File: src/rtl/btree_mux_pipe_pkg.sv
// Shared constants and types for the rectangle-select mux tree.
// Latency: n/a (declarations only).
// Backpressure: n/a (declarations only).
// Contents: RECT_COUNT / RECT_COUNT_WIDTH defaults, pixel tag type, tree depth helper.
package btree_mux_pipe_pkg;

   localparam int RECT_COUNT       = 64;
   localparam int RECT_COUNT_WIDTH = 6;

   // Sideband carried next to each pixel: screen coordinate.
   typedef struct packed {
      logic [9:0] x;
      logic [9:0] y;
   } pixel_tag_t;

   localparam int PIXEL_TAG_WIDTH = $bits(pixel_tag_t);

   // Number of halving layers needed to reduce 'leaves' entries to one.
   function automatic int layers_of(input int leaves);
      return $clog2(leaves);
   endfunction

endpackage

File: src/rtl/btree_mux_pipe_if.sv
// Pixel-in / result-out bundle for the pipelined mux tree.
// Latency: n/a (wires only).
// Backpressure: in_valid/in_ready on the input side, out_valid/out_ready on the output side.
// Ports: slave = block view (consumes pixels, produces results); master = rasteriser/sink view.
interface btree_mux_pipe_if
   import btree_mux_pipe_pkg::*;
#(
   parameter int INPUT_COUNT = RECT_COUNT,
   parameter int INPUT_WIDTH = RECT_COUNT_WIDTH,
   parameter int TAG_WIDTH   = PIXEL_TAG_WIDTH
) ();

   logic                   in_valid;
   logic                   in_ready;
   logic [INPUT_COUNT-1:0] flags_in;
   logic [INPUT_WIDTH-1:0] data_in [INPUT_COUNT];
   logic [TAG_WIDTH-1:0]   tag_in;

   logic                   out_valid;
   logic                   out_ready;
   logic                   flag_out;
   logic [INPUT_WIDTH-1:0] data_out;
   logic [TAG_WIDTH-1:0]   tag_out;

   modport slave (
      input  in_valid, flags_in, data_in, tag_in, out_ready,
      output in_ready, out_valid, flag_out, data_out, tag_out
   );

   modport master (
      output in_valid, flags_in, data_in, tag_in, out_ready,
      input  in_ready, out_valid, flag_out, data_out, tag_out
   );

endinterface

File: src/rtl/btree_mux_pipe_node_layer.sv
// One combinational layer of the priority mux tree: pairs of children reduce to one node.
// Latency: 0 cycles (pure combinational).
// Backpressure: none; the enclosing pipeline decides when results are captured.
// Ports: flags_in/data_in = INPUT_COUNT children; flags_out/data_out = INPUT_COUNT/2 nodes.
module btree_mux_node_layer
   import btree_mux_pipe_pkg::*;
#(
   parameter int INPUT_COUNT = RECT_COUNT,
   parameter int INPUT_WIDTH = RECT_COUNT_WIDTH,
   parameter bit HIGH_WINS   = 1'b1
) (
   input  logic [INPUT_COUNT-1:0]   flags_in,
   input  logic [INPUT_WIDTH-1:0]   data_in  [INPUT_COUNT],
   output logic [INPUT_COUNT/2-1:0] flags_out,
   output logic [INPUT_WIDTH-1:0]   data_out [INPUT_COUNT/2]
);

   localparam int N_OUT = INPUT_COUNT / 2;

   // Child 2i+1 is the higher-index child. Data of an unflagged pair is
   // forced to 0 so a node never leaks data from a rectangle that missed.
   always_comb begin
      flags_out = '0;
      for (int i = 0; i < N_OUT; i++) begin
         data_out[i] = '0;
      end
      for (int i = 0; i < N_OUT; i++) begin
         flags_out[i] = flags_in[2*i] | flags_in[2*i+1];
         if (HIGH_WINS) begin
            if (flags_in[2*i+1])
               data_out[i] = data_in[2*i+1];
            else if (flags_in[2*i])
               data_out[i] = data_in[2*i];
         end else begin
            if (flags_in[2*i])
               data_out[i] = data_in[2*i];
            else if (flags_in[2*i+1])
               data_out[i] = data_in[2*i+1];
         end
      end
   end

endmodule

File: src/rtl/btree_mux_pipe.sv
// Pipelined priority mux tree: OR of hit flags plus data of the winning rectangle, per pixel.
// Latency: STAGES = ceil(log2(INPUT_COUNT)/REG_EVERY) cycles, one pixel per cycle.
// Backpressure: valid/ready per stage; empty stages keep filling while the output is stalled.
// Ports: clk, rst_n (sync, active-low), bus (slave modport of btree_mux_pipe_if).
module btree_mux_pipe
   import btree_mux_pipe_pkg::*;
#(
   parameter int INPUT_COUNT = RECT_COUNT,
   parameter int INPUT_WIDTH = RECT_COUNT_WIDTH,
   parameter int TAG_WIDTH   = PIXEL_TAG_WIDTH,
   parameter int REG_EVERY   = 2,
   parameter bit HIGH_WINS   = 1'b1
) (
   input logic             clk,
   input logic             rst_n,
   btree_mux_pipe_if.slave bus
);

   localparam int LAYERS = layers_of(INPUT_COUNT);
   localparam int STAGES = (LAYERS + REG_EVERY - 1) / REG_EVERY;

   if (INPUT_COUNT < 2 || (INPUT_COUNT & (INPUT_COUNT - 1)) != 0) begin : g_bad_count
      $error("btree_mux_pipe: INPUT_COUNT must be a power of two >= 2");
   end
   if (REG_EVERY < 1 || REG_EVERY > LAYERS) begin : g_bad_reg_every
      $error("btree_mux_pipe: REG_EVERY must lie in 1..LAYERS");
   end

   logic [STAGES-1:0] v;   // stage holds a pixel
   logic [STAGES-1:0] en;  // stage may capture this cycle

   // ---------------- valid bits, tags and the enable chain ----------------
   for (genvar s = 0; s < STAGES; s++) begin : g_stage
      logic                 vld;
      logic [TAG_WIDTH-1:0] tag;
      logic                 prev_vld;
      logic [TAG_WIDTH-1:0] prev_tag;

      if (s == 0) begin : g_first
         assign prev_vld = bus.in_valid;
         assign prev_tag = bus.tag_in;
      end else begin : g_next
         assign prev_vld = g_stage[s-1].vld;
         assign prev_tag = g_stage[s-1].tag;
      end

      always_ff @(posedge clk) begin
         if (!rst_n) begin
            vld <= 1'b0;
            tag <= '0;
         end else if (en[s]) begin
            vld <= prev_vld;
            tag <= prev_tag;
         end
      end

      assign v[s] = vld;
      // Unrolled form of en[s] = !v[s] | en[s+1]: a stage can move unless it
      // and every stage after it are full and the sink is not taking.
      assign en[s] = bus.out_ready | ~(&v[STAGES-1:s]);
   end

   // ---------------- tree layers with optional capture registers ----------------
   for (genvar k = 1; k <= LAYERS; k++) begin : g_lay
      localparam int N_IN  = INPUT_COUNT >> (k - 1);
      localparam int N_OUT = N_IN / 2;

      logic [N_IN-1:0]        in_flag;
      logic [INPUT_WIDTH-1:0] in_dat   [N_IN];
      logic [N_OUT-1:0]       comb_flag;
      logic [INPUT_WIDTH-1:0] comb_dat [N_OUT];
      logic [N_OUT-1:0]       out_flag;
      logic [INPUT_WIDTH-1:0] out_dat  [N_OUT];

      if (k == 1) begin : g_src_in
         assign in_flag = bus.flags_in;
         assign in_dat  = bus.data_in;
      end else begin : g_src_prev
         assign in_flag = g_lay[k-1].out_flag;
         assign in_dat  = g_lay[k-1].out_dat;
      end

      btree_mux_node_layer #(
         .INPUT_COUNT (N_IN),
         .INPUT_WIDTH (INPUT_WIDTH),
         .HIGH_WINS   (HIGH_WINS)
      ) u_layer (
         .flags_in  (in_flag),
         .data_in   (in_dat),
         .flags_out (comb_flag),
         .data_out  (comb_dat)
      );

      // Capture after every REG_EVERY-th layer and always after the root,
      // so the outputs never see a combinational path from the inputs.
      if ((k % REG_EVERY) == 0 || k == LAYERS) begin : g_reg
         localparam int S = (k - 1) / REG_EVERY;
         always_ff @(posedge clk) begin
            if (!rst_n) begin
               out_flag <= '0;
               for (int i = 0; i < N_OUT; i++) begin
                  out_dat[i] <= '0;
               end
            end else if (en[S]) begin
               out_flag <= comb_flag;
               out_dat  <= comb_dat;
            end
         end
      end else begin : g_thru
         assign out_flag = comb_flag;
         assign out_dat  = comb_dat;
      end
   end

   // ---------------- outputs ----------------
   assign bus.in_ready  = en[0];
   assign bus.out_valid = v[STAGES-1];
   assign bus.flag_out  = g_lay[LAYERS].out_flag[0];
   assign bus.data_out  = g_lay[LAYERS].out_dat[0];
   assign bus.tag_out   = g_stage[STAGES-1].tag;

endmodule

File: src/flat_wrapper.sv
// flat-port wrapper written by rule: the top's interface ports become plain ports
module btree_mux_pipe_flat import btree_mux_pipe_pkg::*;
#(
   parameter int INPUT_COUNT = RECT_COUNT,
   parameter int INPUT_WIDTH = RECT_COUNT_WIDTH,
   parameter int TAG_WIDTH   = PIXEL_TAG_WIDTH,
   parameter int REG_EVERY   = 2,
   parameter bit HIGH_WINS   = 1'b1
)
  (clk, rst_n, bus_in_valid, bus_flags_in, bus_data_in, bus_tag_in, bus_out_ready, bus_in_ready, bus_out_valid, bus_flag_out, bus_data_out, bus_tag_out);
  btree_mux_pipe_if #(.INPUT_COUNT(INPUT_COUNT), .INPUT_WIDTH(INPUT_WIDTH), .TAG_WIDTH(TAG_WIDTH)) bus_i ();
  input logic clk;
  input logic rst_n;
  input wire logic [$bits(bus_i.in_valid)-1:0] bus_in_valid;
  input wire logic [$bits(bus_i.flags_in)-1:0] bus_flags_in;
  input wire logic [$bits(bus_i.data_in)-1:0] bus_data_in;
  input wire logic [$bits(bus_i.tag_in)-1:0] bus_tag_in;
  input wire logic [$bits(bus_i.out_ready)-1:0] bus_out_ready;
  output wire logic [$bits(bus_i.in_ready)-1:0] bus_in_ready;
  output wire logic [$bits(bus_i.out_valid)-1:0] bus_out_valid;
  output wire logic [$bits(bus_i.flag_out)-1:0] bus_flag_out;
  output wire logic [$bits(bus_i.data_out)-1:0] bus_data_out;
  output wire logic [$bits(bus_i.tag_out)-1:0] bus_tag_out;
  assign bus_i.in_valid = bus_in_valid;
  assign bus_i.flags_in = bus_flags_in;
  assign bus_i.data_in = {>>{bus_data_in}};
  assign bus_i.tag_in = bus_tag_in;
  assign bus_i.out_ready = bus_out_ready;
  assign bus_in_ready = bus_i.in_ready;
  assign bus_out_valid = bus_i.out_valid;
  assign bus_flag_out = bus_i.flag_out;
  assign bus_data_out = bus_i.data_out;
  assign bus_tag_out = bus_i.tag_out;
  btree_mux_pipe #(.INPUT_COUNT(INPUT_COUNT), .INPUT_WIDTH(INPUT_WIDTH), .TAG_WIDTH(TAG_WIDTH), .REG_EVERY(REG_EVERY), .HIGH_WINS(HIGH_WINS)) u_core (.clk(clk), .rst_n(rst_n), .bus(bus_i));
endmodule
File: config.mk
export PLATFORM = sky130hd
export DESIGN_NAME = btree_mux_pipe_flat
export DESIGN_NICKNAME = d
export VERILOG_FILES = /design/src/rtl/btree_mux_pipe_pkg.sv /design/src/rtl/btree_mux_pipe_if.sv /design/src/rtl/btree_mux_pipe_node_layer.sv /design/src/rtl/btree_mux_pipe.sv /design/src/flat_wrapper.sv
export SDC_FILE = /design/constraint.sdc
export NUM_CORES = 1
export LEC_CHECK = 0
export BUFFER_PORTS_ARGS = -buffer_cell sky130_fd_sc_hd__buf_4
export CORE_MARGIN = 2
export CORE_UTILIZATION = 30
export DETAILED_ROUTE_END_ITERATION = 7
export PLACE_DENSITY = 0.54
export SLEW_MARGIN = 20
export SYNTH_ARGS = -nofsm -noshare
export SYNTH_HDL_FRONTEND = slang
export SYNTH_HIERARCHICAL = 1
export SYNTH_SLANG_ARGS = --single-unit
export TNS_END_PERCENT = 5
File: constraint.sdc
create_clock -name clk -period 3.1 [get_ports clk]
set_input_delay 0.465 -clock clk [delete_from_list [all_inputs] [get_ports clk]]
set_output_delay 0.465 -clock clk [all_outputs]
set_load 0.1 [all_outputs]
# Word level (Yosys, flattened, before mapping)
# Index checks and enable logic that the tools add are counted.
[classes]
muxes = 126
bitwise_logic = 69
n_reduce_logical = 2
[op_table]
columns = ["cell", "count"]
rows = [
  ["$mux W6", 126],
  ["$or A1 B1 Y1", 66],
  ["$not A1 Y1", 3],
  ["$reduce_and A3 Y1", 1],
  ["$reduce_and A2 Y1", 1],
]
[word_totals]
ff_bits = 210
inputBits = 472
out_inout_bits = 29

# Logic depth before layout (Yosys ltp)
[logic_depth]
word_depth = 4
mapped_depth = 7
mapped_depth_nobuf = 6

# Modules after synthesis
# The synthesis kept the hierarchy.
[by_module_without_submodules]
columns = ["mod", "instances", "cells_per_inst", "area_per_inst_um2", "seq_area_each_um2"]
rows = [
  ["btree_mux_pipe", 1, 929, 7631.1, 4204.0],
  ["btree_mux_node_layer at u_core.g_lay[1].u_layer", 1, 354, 2974.1, 0.0],
  ["btree_mux_node_layer at u_core.g_lay[2].u_layer", 1, 178, 1486.4, 0.0],
  ["btree_mux_node_layer at u_core.g_lay[3].u_layer", 1, 90, 743.2, 0.0],
  ["btree_mux_node_layer at u_core.g_lay[4].u_layer", 1, 46, 371.6, 0.0],
  ["btree_mux_node_layer at u_core.g_lay[5].u_layer", 1, 24, 185.2, 0.0],
  ["btree_mux_node_layer at u_core.g_lay[6].u_layer", 1, 13, 91.3, 0.0],
]

# Least setup slack after synthesis
# Ideal clock, no wire load.
[synth_path]
path_type = "register -> output"
startpoint = "register u_core.g_stage[2].vld (netlist: u_core/bus.out_valid)"
endpoint = "output port bus_in_ready"
t_arrival_ns = 1.767
path_slack_ns = 0.868
stages_incl_launch_ff = 5
path_cell_list = "dfxtp_1 > and4b_1 > buf_6 > inv_4 > buf_2"
[synth_via]
elab_chain_len = 3
[synth_lines]
columns = ["element", "line_no", "text"]
rows = [
  ["start, declared", "btree_mux_pipe.sv:34", "logic vld;"],
  ["start signal, assigned", "btree_mux_pipe.sv:52", "vld <= prev_vld;"],
  ["$reduce_and A3 Y1", "btree_mux_pipe.sv:60", "assign en[s] = bus.out_ready | ~(&v[STAGES-1:s]);"],
  ["$not A1 Y1", "btree_mux_pipe.sv:60", ""],
  ["$or A1 B1 Y1", "btree_mux_pipe.sv:60", ""],
  ["end, declared", "flat_wrapper.sv:19", "output wire logic [$bits(bus_i.in_ready)-1:0] bus_in_ready;"],
]
# Every way passes these cells.

# Worst setup path after layout
# Same ends and word-level chain as after synthesis.

==> results.py <==
metrics = {
    "outcome": {
        "status": "finished, final reports clean",
    },
    "route": {
        "wire_per_inst_um": 15.7,
        "met2_wirelength_mm": 20.1,
        "ant_nets": 0,
        "firstDrtPassIters": 5,
        "met1_length_mm": 18.6,
        "vias": 13000,
        "wl_mm": 41.3,
        "drt_iter0_drc": 747,
        "via_per_inst": 4.95,
        "drc": 0,
        "met3_length_mm": 1.81,
        "top_layer": "met4",
    },
    "placed_design": {
        "pre_cts_slack_ns": 1.18,
        "dpl.cell_count": 2588,
        "io_buffers": 500,
        "hpwl_mm": 31.2,
        "gp_congestion": 0.864,
        "placed_area_mm2": 0.0170,
    },
    "final_layout": {
        "diodes": 0,
        "nets": 2496,
        "post-route-util_pct": 40.1,
        "final_cells": 2630,
        "multiInputGateArea_mm2": 0.00809,
        "seq_area_mm2": 0.00420,
        "nFillCells": 4553,
        "area_delta_synth_final_pct": 31.9,
        "layout-drive-gt1-share_pct": 45.3,
        "fin_area_mm2": 0.0178,
    },
    "cts": {
        "cts_tree": "built",
        "cts_made_buffers": 26,
        "htree_levels": 1,
        "clk_latency_ns": 0.52,
        "cts_hold_buf": 0,
        "cts-root-buf": "clkbuf_16",
        "clk_pin_slew_ns": 0.06,
        "cts.sinks": 210,
        "cts_setup_buffers": 0,
        "clk_path_buf_depth": 3,
        "cts_resized": 0,
    },
    "yosys": {
        "synthMuxAreaShare_pct": 0,
        "syn_area_per_cell_um2": 8.25,
        "synthAdderAreaFrac_pct": 0,
        "synth_compound_area_share_pct": 26.6,
        "synth.area.top_cells": "dfxtp_1 31%, a22o_2 18%, nand3_1 13%",
        "synth_top_family_by_area": "simple AND/OR/NAND/NOR gates",
        "netlist_top_cells_count": "372 x nand2_1, 360 x nand3_1, 249 x a22o_2, 210 x dfxtp_1, 73 x buf_6",
        "synth_edf_count": 0,
        "yosysTopAreaCell": "dfxtp_1",
        "synth_area_mm2": 0.0135,
        "synth.distinct_cells": 22,
        "seq_area_frac_synth_pct": 31.2,
        "synthSimpleGateAreaFrac_pct": 33.4,
        "syn_inst": 1634,
        "ys.flop_type": "dfxtp_1",
        "ys_seq_elements": 210,
        "async_flop_share_pct": 0,
        "synthXorXnorAreaFrac_pct": 0,
        "synth_top_area_share_pct": 31.2,
        "syn_nets": 2106,
        "synth.most_common_cell": "nand2_1",
        "ys_warn_count": 6,
    },
    "sta": {
        "min_period_over_period_pct": 67.0,
        "clock.fmax_mhz": 482,
        "period_needed_ns": 2.08,
        "worstMarginPinSlew_ns": 1.05,
        "slew_violations": 0,
        "tns_ns": 0,
        "hold_viol": 0,
        "layout_setup_ws_ns": 1.02,
        "finalClockSkew_ns": 0.0153,
        "slew-limit-headroom_pct": 29.8,
        "setup_viol": 0,
        "rsz0062_at_grt": "false",
    },
    "critical_path": {
        "cp_data_arrival_time_ns": 1.61,
        "crit_type": "flip-flop to primary output",
        "crit_fanout": 12,
        "critPathLaunchType": "flip-flop",
        "end_kind": "primary output",
        "cp.required_ns": 2.63,
    },
    "grt": {
        "grt_remaining_overflow": 0,
        "grt_pass1_wl_mm": 65.0,
        "first_global_vias": 12800,
        "track_usage_pct": 16.6,
        "grt_max_degree": 101,
        "antenna_found_initial": 0,
    },
    "floorplan": {
        "num_rows": 77,
        "fp.dieW_um": 216,
        "die_h_um": 216,
        "die_area_mm2": 0.0467,
        "pin_count": 501,
        "start_util_pct": 30.4,
        "core-area_mm2": 0.0443,
    },
    "power_and_ir_drop": {
        "powerDensity_mw_per_mm2": 417,
        "leakage_nw": 8.39,
        "vdd_ir_drop_max_v": 0.000481,
    },
    "worst_hold_path": {
        "worst_hold_path_type": "input pin to flip-flop",
    },
    "flow_run": {
        "drv_cap": 0,
    },
}
## worst paths after layout
check                                               start                         end  slack, ns  depth (start not counted)
worst min register to register  u_core/g_stage[0].tag[18]   u_core/g_stage[1].tag[18]       0.45                          2
worst max register to register       u_core/bus.out_valid  u_core/g_lay[4].out_dat[6]       1.39                          3
worst max-delay path                 u_core/bus.out_valid                bus_in_ready       1.02                          3
worst min-delay path                       bus_tag_in[15]   u_core/g_stage[0].tag[15]       0.15                          3
## kinds of logic (layout without fill, tap and decap cells)
logic type	after synthesis	count (layout)
AO/OA/AOI/OAI	408	408
AND/OR/NAND/NOR	863	863
buffers and inverters	153	557
flip-flops	210	210
## per-layer routing
layer / vias to the layer above / GRT usage (%)
li1: 6650 / -
met1: 6006 / 21.7
met2: 332 / 29.1
met3: 38 / 2.24
met4: 0 / 3.38
met5: - / 0
## flip-flops by register name, indices dropped and copies added, names as in the netlist
register / cells
u_core/g_stage.tag: 40
u_core/bus.out_valid: 1
u_core/g_lay.out_flag: 20
u_core/g_lay.out_dat: 120
u_core/bus.data_out: 6
u_core/g_stage.vld: 2
u_core/bus.flag_out: 1
u_core/bus.tag_out: 20
## worst max-delay path: stages (launching register included)
cell     delay, ns
dfxtp_1       0.35
and4b_4       0.25
inv_4         0.16
buf_4         0.32
## cell usage in the layout (no fill, tap or decap)
cell / instances
buf_4: 509
nand2_1: 372
nand3_1: 360
a22o_2: 249
dfxtp_1: 210
o21ai_0: 69
nor2b_4: 63
a22o_1: 60
or2_2: 57
clkbuf_16: 27
a21boi_0: 27
clkbuf_1: 6
or2_1: 6
clkinv_2: 4
buf_12: 4
clkbuf_8: 3
o21a_1: 3
bufinv_16: 2
buf_8: 1
and4b_4: 1
inv_4: 1
nand3b_1: 1
and3b_2: 1
nor2b_2: 1
nand2b_1: 1
## where the power goes
part | internal, mW | total (mW) | switching [mW]
clock | 1.81 | 2.93 | 1.12
combinational | 0.873 | 1.54 | 0.665
sequential | 2.85 | 2.95 | 0.104
## per-stage QoR
step | total power, mW | hold slack (ns)
6_report | 7.42 | 0.148
3_5_place_dp | 4.55 | 0.440
5_1_grt | 7.78 | 0.133
4_1_cts | 7.52 | 0.123
3_3_place_gp | 4.54 | 0.435
2_1_floorplan | 3.95 | 0.430
## area by class of cell
cell class,instances,area share (%)
multi-input combinational,1271,45.5
timing repair buffer,514,22.0
sequential,210,23.6
clock inverter,6,0.450
tap,592,4.17
clock buffer,36,4.16
inverter,1,0.0352
Power figures use the tool's default switching activity.
